### src/rtl/rmii_rx_pkg.sv
// Shared types and constants for the RMII receive deframer: FSM states,
// preamble/SFD dibits and the reflected CRC-32 constants plus its byte update.
package rmii_rx_pkg;

  typedef enum logic [1:0] {
    IDLE = 2'd0,
    PRE  = 2'd1,
    DATA = 2'd2,
    DROP = 2'd3
  } rx_state_e;

  localparam logic [31:0] CRC32_POLY    = 32'hEDB8_8320;
  localparam logic [31:0] CRC32_INIT    = 32'hFFFF_FFFF;
  localparam logic [31:0] CRC32_RESIDUE = 32'hDEBB_20E3;

  localparam logic [1:0] SFD_DIBIT = 2'b11;
  localparam logic [1:0] PRE_DIBIT = 2'b01;
  localparam logic [5:0] PRE_CNT_MAX = 6'd63;

  // Reflected CRC-32 advanced by one byte, LSB first.
  function automatic logic [31:0] crc32_byte(input logic [31:0] crc, input logic [7:0] data);
    logic [31:0] c;
    c = crc ^ {24'h00_0000, data};
    for (int i = 0; i < 8; i++) begin
      if (c[0]) begin
        c = {1'b0, c[31:1]} ^ CRC32_POLY;
      end else begin
        c = {1'b0, c[31:1]};
      end
    end
    return c;
  endfunction

endpackage

### src/rtl/crc32_d8.sv
// Combinational byte-wide reflected CRC-32 update (poly 0xEDB88320).
module crc32_d8
  import rmii_rx_pkg::*;
(
  input  logic [31:0] crc_in,
  input  logic [7:0]  byte_in,
  output logic [31:0] crc_out
);

  assign crc_out = crc32_byte(crc_in, byte_in);

endmodule

### src/rtl/rmii_rx_deframer.sv
// RMII receive deframer: preamble/SFD lock, LSB-first byte assembly, length checks.
// Define RX_FCS_CHECK_EN to build the FCS checker; otherwise fcs_ok reads 1 at each frame end.
module rmii_rx_deframer
  import rmii_rx_pkg::*;
#(
  parameter int MIN_PRE_DIBITS = 20,
  parameter int MIN_BYTES      = 64,
  parameter int MAX_BYTES      = 1522
) (
  input  logic       clk,
  input  logic       rst,
  input  logic       crs_dv,
  input  logic [1:0] rxd,
  output logic [7:0] data_out,
  output logic       data_en,
  output logic       data_fin,
  output logic       fcs_ok,
  output logic       frm_err,
  output logic [10:0] byte_cnt
);

  localparam logic [5:0]  MIN_PRE = 6'(MIN_PRE_DIBITS);
  localparam logic [10:0] MIN_CNT = 11'(MIN_BYTES);
  localparam logic [10:0] MAX_CNT = 11'(MAX_BYTES);

  rx_state_e   state_r, next_state_s;
  logic [5:0]  pre_cnt_r;
  logic [1:0]  phase_r;
  logic [7:0]  sh_r;
  logic        oversize_r;
  logic [7:0]  data_out_r;
  logic        data_en_r, data_fin_r, fcs_ok_r, frm_err_r;
  logic [10:0] byte_cnt_r;

  logic [7:0]  byte_s;
  logic        sfd_s, shift_s, emit_s, ovf_s, fin_s, fcs_match_s;

  assign byte_s = {rxd, sh_r[7:2]};

  // State register
  always_ff @(posedge clk or negedge rst) begin
    if (!rst) begin
      state_r <= IDLE;
    end else begin
      state_r <= next_state_s;
    end
  end

  // Next-state logic
  always_comb begin
    next_state_s = state_r;
    case (state_r)
      IDLE: begin
        if (crs_dv && (rxd == PRE_DIBIT)) next_state_s = PRE;
        else                              next_state_s = IDLE;
      end
      PRE: begin
        if (!crs_dv)                                     next_state_s = IDLE;
        else if (rxd == PRE_DIBIT)                       next_state_s = PRE;
        else if ((rxd == SFD_DIBIT) && (pre_cnt_r >= MIN_PRE)) next_state_s = DATA;
        else                                             next_state_s = IDLE;
      end
      DATA: begin
        if (!crs_dv)    next_state_s = IDLE;
        else if (ovf_s) next_state_s = DROP;
        else            next_state_s = DATA;
      end
      DROP: begin
        if (!crs_dv) next_state_s = IDLE;
        else         next_state_s = DROP;
      end
      default: next_state_s = IDLE;
    endcase
  end

  // Per-cycle control strobes derived from state and pins
  always_comb begin
    sfd_s   = 1'b0;
    shift_s = 1'b0;
    emit_s  = 1'b0;
    ovf_s   = 1'b0;
    fin_s   = 1'b0;
    case (state_r)
      PRE: begin
        sfd_s = crs_dv && (rxd == SFD_DIBIT) && (pre_cnt_r >= MIN_PRE);
      end
      DATA: begin
        shift_s = crs_dv;
        emit_s  = crs_dv && (phase_r == 2'd3) && (byte_cnt_r != MAX_CNT);
        ovf_s   = crs_dv && (phase_r == 2'd3) && (byte_cnt_r == MAX_CNT);
        fin_s   = !crs_dv;
      end
      DROP: begin
        fin_s = !crs_dv;
      end
      default: begin
        sfd_s = 1'b0;
      end
    endcase
  end

  // Preamble run-length counter, saturating
  always_ff @(posedge clk or negedge rst) begin
    if (!rst) begin
      pre_cnt_r <= 6'd0;
    end else if ((state_r == IDLE) && crs_dv && (rxd == PRE_DIBIT)) begin
      pre_cnt_r <= 6'd1;
    end else if ((state_r == PRE) && crs_dv && (rxd == PRE_DIBIT) && (pre_cnt_r != PRE_CNT_MAX)) begin
      pre_cnt_r <= pre_cnt_r + 6'd1;
    end else begin
      pre_cnt_r <= pre_cnt_r;
    end
  end

  // Byte assembly, strobes and end-of-frame status
  always_ff @(posedge clk or negedge rst) begin
    if (!rst) begin
      sh_r       <= 8'h00;
      phase_r    <= 2'd0;
      oversize_r <= 1'b0;
      data_out_r <= 8'h00;
      data_en_r  <= 1'b0;
      data_fin_r <= 1'b0;
      fcs_ok_r   <= 1'b0;
      frm_err_r  <= 1'b0;
      byte_cnt_r <= 11'd0;
    end else begin
      data_en_r  <= emit_s;
      data_fin_r <= fin_s;
      if (emit_s) data_out_r <= byte_s;
      if (sfd_s) begin
        phase_r    <= 2'd0;
        oversize_r <= 1'b0;
        fcs_ok_r   <= 1'b0;
        frm_err_r  <= 1'b0;
        byte_cnt_r <= 11'd0;
      end else if (shift_s) begin
        sh_r    <= byte_s;
        phase_r <= phase_r + 2'd1;
        if (emit_s) byte_cnt_r <= byte_cnt_r + 11'd1;
        if (ovf_s)  oversize_r <= 1'b1;
      end else if (fin_s) begin
        frm_err_r <= (byte_cnt_r < MIN_CNT) || oversize_r || (phase_r != 2'd0);
        fcs_ok_r  <= fcs_match_s;
      end
    end
  end

`ifdef RX_FCS_CHECK_EN
  logic [31:0] crc_r, crc_next_s;

  crc32_d8 u_crc (
    .crc_in  (crc_r),
    .byte_in (byte_s),
    .crc_out (crc_next_s)
  );

  // Running CRC over every delivered byte, including the FCS itself
  always_ff @(posedge clk or negedge rst) begin
    if (!rst) begin
      crc_r <= CRC32_INIT;
    end else if (sfd_s) begin
      crc_r <= CRC32_INIT;
    end else if (emit_s) begin
      crc_r <= crc_next_s;
    end else begin
      crc_r <= crc_r;
    end
  end

  assign fcs_match_s = (crc_r == CRC32_RESIDUE);
`else
  assign fcs_match_s = 1'b1;
`endif

  assign data_out = data_out_r;
  assign data_en  = data_en_r;
  assign data_fin = data_fin_r;
  assign fcs_ok   = fcs_ok_r;
  assign frm_err  = frm_err_r;
  assign byte_cnt = byte_cnt_r;

endmodule
### config.mk
export PLATFORM = sky130hd
export DESIGN_NAME = rmii_rx_deframer
export DESIGN_NICKNAME = d
export VERILOG_FILES = /design/src/rtl/rmii_rx_pkg.sv /design/src/rtl/crc32_d8.sv /design/src/rtl/rmii_rx_deframer.sv
export SDC_FILE = /design/constraint.sdc
export NUM_CORES = 1
export LEC_CHECK = 0
export CORE_MARGIN = 8
export CORE_UTILIZATION = 45
export CTS_CLUSTER_SIZE = 40
export DETAILED_ROUTE_END_ITERATION = 6
export GPL_ROUTABILITY_DRIVEN = 0
export GPL_TIMING_DRIVEN = 0
export HOLD_SLACK_MARGIN = 0.02
export MAX_ROUTING_LAYER = met4
export PLACE_DENSITY = 0.68
export SYNTH_ARGS = -nofsm -noshare
export SYNTH_HDL_FRONTEND = slang
export SYNTH_SLANG_ARGS = --single-unit
### constraint.sdc
create_clock -name clk -period 2.5 [get_ports clk]
set_clock_uncertainty 0.15 [all_clocks]
set_input_delay 0.5 -clock clk [delete_from_list [all_inputs] [get_ports clk]]
set_output_delay 0.5 -clock clk [all_outputs]
set_load 0.1 [all_outputs]
==> results.md <==
- number of distinct library cells after synthesis: 41
- synthesized cell area: 1870 um^2
- post-CTS clock slew at the launch and capture registers of the worst setup and hold paths: 0.08 ns
- chip width: 80.5 um
- cell family with most CP delay: buffers and inverters
- worst-skew pair later-pin latency: 0.30 ns
- clk buf depth: 2
- row count: 23
- clock period minus final worst setup slack: 2.44 ns
- Antenna diodes: 0
- DRT Pass-1 Iters: 5
- largest family of logic cells by synthesized area: simple AND/OR/NAND/NOR gates
- DRC marker count from the first detailed-route iteration: 128
- number of nets in the finished design: 209
- combined global-route utilization of all metal layers: 13.4%
- Worst Path Arrival: 1.79 ns
- clock tree from TritonCTS: yes
- delay of the slowest critical-path stage: 1.14 ns
- Routed WL per cell: 15.2 um
- share of final-layout standard cells stronger than drive strength 1: 12.1%
- WS Path Type: register to output port
- run status: finished clean
- RSZ-0062 raised after global routing: false
- max capacitance violation total: 0
- number of buffers added by the clock tree synthesis step: 5
- fraction of synthesis flops using an asynchronous set or reset pin: 100%
- synthesized area per cell: 11.4 um^2
- flops & latches, synth: 40
- total number of vias: 1,347
- core area: 4000 um^2
- global route overflow: 0
- area delta synth->final: 23.1%
- count of nets left with antenna violations after detail routing: 0
- setup slack of the most critical reg-to-reg path: 0.55 ns
- met2 Use GR: 21.6%
- number of standard cells after synthesis: 164
- worst slack after detailed placement: 0.131 ns
- count of synthesis-stage warnings from yosys: 0
- VDD IR-drop max: 0.000370 V
- met3 Track Usage GR: 3.79%
- DRC errors left: 0
- proportion of synthesized area in mux cells: 11.1%
- crit share post-route: 97.7%
- required time of the critical path: 1.85 ns
- maximum number of pins on one net before global-route repair: 41
- maximum fanout along the worst path: 2
- EDFF count, synth: 0
- cell types occupying the most area after synthesis: sky130_fd_sc_hd__dfrtp_1 (53%), sky130_fd_sc_hd__mux2_1 (4.2%), sky130_fd_sc_hd__mux2_2 (4.2%), sky130_fd_sc_hd__ha_1 (4.0%), sky130_fd_sc_hd__nand2_1 (3.4%)
- number of port buffers: 27
- first-pass GRT wire length: 6650 um
- Hold Path Class: input pin to asynchronous set/reset pin
- sequential area share after synthesis: 53.4%
- Final HPWL DP: 2710 um
- kind of start point of the critical path: register
- Die ar.: 6480 um^2
- slew at the pin with the worst max-slew slack: 0.978 ns
- synthesized-area fraction occupied by adder cells: 4.01%
- Synth Area in Simple Gates: 17.4%
- Synth Area in Compound Gates: 8.08%
- final cell count without fillers: 249
- initial antenna violation count: 0
- CTS Root Cell: sky130_fd_sc_hd__clkbuf_8
- highest attainable clock frequency: 0.409 GHz
- Slew HR: 34.6%
- CP max stage cell: sky130_fd_sc_hd__clkdlybuf4s50_1
- busiest layer in global routing: met2
- fraction of synthesized cell area taken by the top area cell type: 53.4%
- Final Max Slew Viols: 0
- fraction of synthesized cell area in xor and xnor cells: 3.27%
- ordered cell list for the critical path: clkdlybuf4s50_1
- GR Util met1: 15.2%
- number of global-route vias before repair: 1,471
- total I/O pin count: 28
- Main synth FF type: sky130_fd_sc_hd__dfrtp_1
- number of clock sinks: 40
- number of setup violations in the final report: 0
- cell type with the largest total area after synthesis: sky130_fd_sc_hd__dfrtp_1
- number of H-tree branching levels: 2
- total routed wirelength: 3790 um
- initial core utilization: 46.8%
- number of nets produced by synthesis: 175
- overall power of the completed layout: 1.24 mW
- category of the worst setup path capture point: output port
- number of buffers inserted by hold repair at cts: 0
- static leakage: 1.20 nW
- setup total negative slack: 0 ns
- power density cells: 537 nW/um^2
- worst path bufs/invs: 1
- instance count after placement with tap cells included: 241
- endpoints failing hold: 0
- Worst Slack Setup Final: 0.0570 ns
- Via-to-Cell Ratio: 5.41
- Min Hold Slack: 0.166 ns
- die height: 80.5 um
==> report_power, final <==
part | total, mW | internal, mW | switching (mW)
Combinational | 0.0412 | 0.0133 | 0.0278
Clock | 0.542 | 0.301 | 0.242
Sequential | 0.655 | 0.651 | 0.00474
==> repair_timing <==
action	CTS	global route
setup buffers	0	0
endpoints found under the setup margin	11	1
resized for setup	11	1
==> kinds of logic after synthesis <==
kind of cell,Yosys count
AND/OR/NAND/NOR,61
flip-flops,40
AO/OA/AOI/OAI,19
multiplexers,19
buffers and inverters,12
XOR/XNOR,7
adder cells (fa/ha/maj),6
==> registers in the layout (all words and copies together), names as in the netlist <==
name        count
byte_cnt       11
data_out        8
pre_cnt_r       6
sh_r            6
phase_r         2
state_r         2
data_en         1
data_fin        1
fcs_ok          1
frm_err         1
oversize_r      1
==> cells in the mapped netlist (all sizes together), types with 3 or more instances <==
cell   instances
dfrtp         40
nand2         17
mux2          14
nor2          14
inv            9
ha             6
mux2i          5
nand3          5
nor3           4
xnor2          4
a21oi          3
buf            3
nand4          3
o21ai          3
or3            3
xor2           3
==> placed cells by master, fill, tap and decap left out, drive strengths merged, types with 3 or more instances in the layout <==
master         count
o21ai              3
nand2             17
xor2               3
nand3              5
dfrtp             40
nor3               4
mux2              14
a21oi              3
inv                9
clkbuf             5
clkdlybuf4s50     14
nor2              14
dlygate4sd2       11
ha                 6
nand4              3
buf                4
xnor2              4
or3                3
mux2i              5
==> metal layers <==
metal  wire length, um  part of all wire, %
met3               245                  6.5
met2              1770                   47
met1              1700                   45
met5                 0                    0
met4                68                  1.8
==> final cells by class <==
type                            count  area, um^2
Inverter                            9        33.8
Multi-Input combinational cell    112         821
Clock buffer                        5        68.8
Sequential cell                    40        1000
Clock inverter                      3        47.5
Buffer                              3        17.5
Timing Repair Buffer               27         254
Fill cell                         338        1690
Tap cell                           50        62.6
==> per-stage QoR <==
step           area, um^2  util (%)
5_1_grt              2310      57.6
3_3_place_gp         2210      55.1
4_1_cts              2300      57.6
2_1_floorplan        1870         -
3_5_place_dp         2200      55.0
6_report             2310      57.6
==> worst reg2reg max path: cells and delay by family (launching register included) <==
family	cells	cell delay [ns]
buffers and inverters	1	0.21
flip-flops	1	0.46
multiplexers	1	0.34
AND/OR/NAND/NOR	3	0.67
==> path summary, 6_finish.rpt <==
kind,start,endpoint,cells after the start
min in group clk,oversize_r,oversize_r,1
hold / removal,rst,state_r[1],1
hold reg to reg,oversize_r,oversize_r,1
max in group asynchronous,rst,data_out[6],1
setup / recovery,data_out[3],data_out[3],1
setup reg to reg,byte_cnt[3],data_out[4],5
(Power assumes the default switching activity.)
